==> config.mk <==
export PLATFORM = sky130hd
export DESIGN_NAME = response_bus_arbiter
export DESIGN_NICKNAME = d
export VERILOG_FILES = /design/src/rtl/response_bus_arbiter.sv
export SDC_FILE = /design/constraint.sdc
export NUM_CORES = 1
export LEC_CHECK = 0
export BUFFER_PORTS_ARGS = -buffer_cell sky130_fd_sc_hd__buf_4
export CORE_MARGIN = 5
export CORE_UTILIZATION = 54
export CTS_CLUSTER_DIAMETER = 80
export CTS_CLUSTER_SIZE = 10
export DETAILED_ROUTE_END_ITERATION = 6
export PLACE_DENSITY_LB_ADDON = 0.15
export SLEW_MARGIN = 30
export SYNTH_ARGS = -nofsm -noshare
export SYNTH_HDL_FRONTEND = slang
export SYNTH_SLANG_ARGS = --single-unit
export TNS_END_PERCENT = 5
==> constraint.sdc <==
create_clock -name clock -period 5.3 [get_ports clock]
set_clock_uncertainty 0.1 [all_clocks]
set_input_delay 1.06 -clock clock [delete_from_list [all_inputs] [get_ports clock]]
set_output_delay 1.06 -clock clock [all_outputs]
set_load 0.005 [all_outputs]
==> src/rtl/response_bus_arbiter.sv <==
// response_bus_arbiter: round-robin owner arbiter for a shared slave response bus with grant watchdog
//   clock         : system clock, all state on the rising edge
//   reset_n       : synchronous active-low reset
//   breq          : per-slave level request, held until granted
//   bhold         : per-slave hold, asserted by the owner while it drives the bus
//   bgnt          : registered one-hot (or zero) grant
//   bus_busy      : high while any grant is active
//   owner         : index of the current grantee, holds its last value while idle
//   timeout_error : sticky flag set when the watchdog revokes a grant
module response_bus_arbiter #(
  parameter int NUM_SLAVES = 4,
  parameter int MAX_GRANT = 16
) (
  input  logic                          clock,
  input  logic                          reset_n,
  input  logic [NUM_SLAVES-1:0]         breq,
  input  logic [NUM_SLAVES-1:0]         bhold,
  output logic [NUM_SLAVES-1:0]         bgnt,
  output logic                          bus_busy,
  output logic [$clog2(NUM_SLAVES)-1:0] owner,
  output logic                          timeout_error
);
  localparam int OW = $clog2(NUM_SLAVES);
  localparam int CW = $clog2(MAX_GRANT);
  localparam logic [0:0] IDLE = 1'b0;
  localparam logic [0:0] OWNED = 1'b1;
  localparam logic [OW:0] NW = (OW+1)'(NUM_SLAVES);
  localparam logic [CW-1:0] CMAX = CW'(MAX_GRANT - 1);
  logic [0:0] state_q, state_d;
  logic [NUM_SLAVES-1:0] bgnt_q, bgnt_d;
  logic [OW-1:0] owner_q, owner_d, ptr_q, ptr_d, base, nxt, pick_idx;
  logic [CW-1:0] cnt_q, cnt_d;
  logic [OW:0] j;
  logic terr_q, terr_d, owned, rel, wd, arb, pick_ok;
  assign owned = state_q == OWNED;
  assign rel = !breq[owner_q] && !bhold[owner_q];
  // cnt_q counts cycles already held minus one, so this fires on the MAX_GRANT-th held cycle
  assign wd = owned && !rel && cnt_q == CMAX;
  assign arb = !owned || rel || wd;
  assign nxt = (owner_q == OW'(NUM_SLAVES - 1)) ? '0 : owner_q + 1'b1;
  // leaving an owner moves the pointer past it, making it the lowest priority in this very search
  assign base = owned ? nxt : ptr_q;
  // descending scan so the requester closest to base is the last (winning) assignment
  always_comb begin
    pick_ok = 1'b0;
    pick_idx = '0;
    j = '0;
    for (int i = NUM_SLAVES - 1; i >= 0; i--) begin
      j = {1'b0, base} + (OW+1)'(i);
      j = (j >= NW) ? j - NW : j;
      if (breq[j[OW-1:0]]) begin
        pick_ok = 1'b1;
        pick_idx = j[OW-1:0];
      end
    end
  end
  assign state_d = arb ? (pick_ok ? OWNED : IDLE) : state_q;
  assign bgnt_d = arb ? (pick_ok ? NUM_SLAVES'(1) << pick_idx : '0) : bgnt_q;
  assign owner_d = (arb && pick_ok) ? pick_idx : owner_q;
  assign ptr_d = (owned && arb) ? nxt : ptr_q;
  assign cnt_d = arb ? '0 : cnt_q + 1'b1;
  assign terr_d = terr_q | wd;
  always_ff @(posedge clock) begin
    if (!reset_n) begin
      state_q <= IDLE;
      bgnt_q <= '0;
      owner_q <= '0;
      ptr_q <= '0;
      cnt_q <= '0;
      terr_q <= 1'b0;
    end else begin
      state_q <= state_d;
      bgnt_q <= bgnt_d;
      owner_q <= owner_d;
      ptr_q <= ptr_d;
      cnt_q <= cnt_d;
      terr_q <= terr_d;
    end
  end
  assign bgnt = bgnt_q;
  assign bus_busy = owned;
  assign owner = owner_q;
  assign timeout_error = terr_q;
endmodule

==> results.md <==
* Peak supply drop at 0.162 mV
* CP required at 5410 ps
* CP top delay family: simple AND/OR/NAND/NOR gates
* Io pins at 18
* N_diodes at 0
* HP Start: cnt_q[0]$_SDFF_PP0_
* Library cells used by synthesis at 32
* Fin crit period at 2390 ps
* Worst setup slack after placement at 2620 ps
* Starting Density at 0.566
* Initial DRC count at 20
* Vias in the first global route at 688
* DP HPWL at 1280 um
* Worst-margin pin slew at 419 ps
* Commonest non-fill, non-tap cells in the layout: 17 x buf_4, 14 x dfxtp_1, 12 x nor2_1, 7 x nand2_1
* Post-synthesis instance area at 727 sq um
* CTS tree: done
* WP data arrival at 2500 ps
* Final setup margin at 2910 ps
* Endpoints failing hold at 0
* Relative max-transition margin at 0.718
* Critical Setup Path Class: in2reg
* Post-synth EDFFs at 0
* Nets@finish at 115
* Multi-input gate area at 439 sq um
* Worst skew pair latency at 280 ps
* Seq/Total Area, Yosys at 0.386
* Crit path cell chain: buf_4 -> or4b_4 -> o41ai_2 -> o31ai_2 -> or3_1 -> o2bb2ai_1
* Worst-path clk slew at 80 ps
* Ys flop type: dfxtp_1
* Vias per inst at 5.75
* Final Setup Violations at 0
* Worst Hold Class: reg2reg
* Area of the core at 1280 sq um
* Avg WL per Cell at 13.8 um
* Placement Rows at 13
* Fraction of layout cells with a size suffix above 1 at 0.275
* Total chip power at 0.245 mW
* Critical Path Start: breq[1]
* Pin count of the biggest net entering global routing at 11
* Cell Pwr Density at 269 nW/um^2
* DIE AREA at 2180 sq um
* First-pass DRT Iterations at 5
* Initial antenna violation count at 0
* I/O Buffers at 17
* Leading area contributor after synthesis: dfxtp_1
* CTS Hold Bufs at 0
* Mean Syn Cell Area at 8.97 sq um
* Reg2reg start: owner[0]$_SDFFE_PN0P_
* GR Util All Layers at 0.179
* Leak at 0.383 nW
* Die Span Y at 46.7 um
* Gr ovfl total at 0
* Placed cell count at 113
* H-tree Lvls at 1
* DR DRC count at 0
* Root Buffer Master: clkbuf_4
* Gpl congestion at 0.941
* RSZ-0062 raised after global routing: no
* Register Area at 280 sq um
* Syn_nets at 93
* Final cell count without fillers at 117
* Max clock buf depth at 2
* Mapped Cells at 81
* WHS at 360 ps
* Maxcap violations at 0
* Setup_tns at 0 ps
* Worst path slowest cell: or4b_4
* Filler Cell Count at 113
* Cts bufs inserted at 3
* Worst Setup End Kind: flip-flop
* Pins Over Slew Limit at 0
* Most common cell after layout, fill and taps aside: buf_4
* Crit-path max cell delay at 520 ps
* Startpoint types: input port
* Yosys warns at 0
* Drt total wl at 1610 um
* Vias at 673
* FF+latch count, synth at 14
* Post-CTS sizing at 0
* Routed Antenna Nets at 0
* Fin crit share at 0.451
* Outcome: finished clean
* Die width at 46.7 um
* Critical Path Fanout Max at 6
* Synth async-reset ratio at 0
* Global-route wire length before repair at 2780 um
* WP buf/inv at 1
* Sink Count at 14
* Setup bufs post-CTS at 0
* Synth top area cells: dfxtp_1 39%, nor2_1 6.2%, mux2i_1 5.5%, o2bb2ai_1 4.8%, nand2_1 3.6%
* Area Growth Syn to Fin at 25.1%
* Fmax achieved at 418 MHz
* Top cell type's share of synthesized area at 0.386
-- worst reg2reg max path, delay by kind of cell, from the launching register on --
family,cells,cell delay (ps)
flip-flops,1,510
multiplexers,1,300
adder cells (fa/ha/maj),1,310
AO/OA/AOI/OAI,2,350
AND/OR/NAND/NOR,2,520
-- metrics by stage --
step                      utilization  cell area, sq um
final                           0.708               910
after global routing            0.708               910
after CTS                       0.708               910
after detailed placement        0.680               873
after global placement          0.680               873
after floorplan                     -               727
-- sequential cells by signal (all words and copies together) (netlist names) --
| signal | flops |
|---|---|
| bus_busy | 1 |
| bgnt | 4 |
| ptr_q | 2 |
| timeout_error | 1 |
| cnt_q | 4 |
| owner | 2 |
-- metal layers --
metal / global-route usage / up-vias / routed length (um)
li1: - / 343 / -
met1: 0.203 / 299 / 668
met2: 0.294 / 25 / 777
met3: 0.0430 / 6 / 123
met4: 0.116 / 0 / 41
met5: 0 / - / 0
-- synth_stat cells, types with 3 or more instances --
| cell | instances |
|---|---|
| or3_1 | 3 |
| nor2_1 | 12 |
| mux2i_1 | 4 |
| nand3_1 | 3 |
| a31oi_1 | 3 |
| nand2_1 | 7 |
| o2bb2ai_1 | 4 |
| dfxtp_1 | 14 |
| a21oi_1 | 3 |
-- power by group --
group          internal (mW)  switching [mW]
clock                 0.0418          0.0329
combinational         0.0267          0.0245
sequential             0.112         0.00722
total                  0.180          0.0646
-- layout make-up --
type | count | area share
Inverter | 2 | 0.00825
Multi-Input combinational cell | 65 | 0.483
Clock buffer | 4 | 0.0399
Sequential cell | 14 | 0.308
Timing Repair Buffer | 17 | 0.140
Tap cell | 15 | 0.0206
-- final timing paths --
| kind | slack [ps] | cells after the start | to |
|---|---|---|---|
| worst max-delay path | 2910 | 6 | bgnt[0]$_SDFFE_PN0N_ |
| worst min-delay path | 360 | 1 | cnt_q[0]$_SDFF_PP0_ |
| worst max register to register | 3130 | 6 | bgnt[0]$_SDFFE_PN0N_ |
| worst min register to register | 360 | 1 | cnt_q[0]$_SDFF_PP0_ |
-- cell families after synthesis --
group                    Yosys count  synth area share
AO/OA/AOI/OAI                     18             0.205
XOR/XNOR                           2            0.0241
adder cells (fa/ha/maj)            2            0.0344
buffers and inverters              2            0.0103
flip-flops                        14             0.386
multiplexers                       5            0.0706
AND/OR/NAND/NOR                   38             0.270
Power figures use the tool's default switching activity.
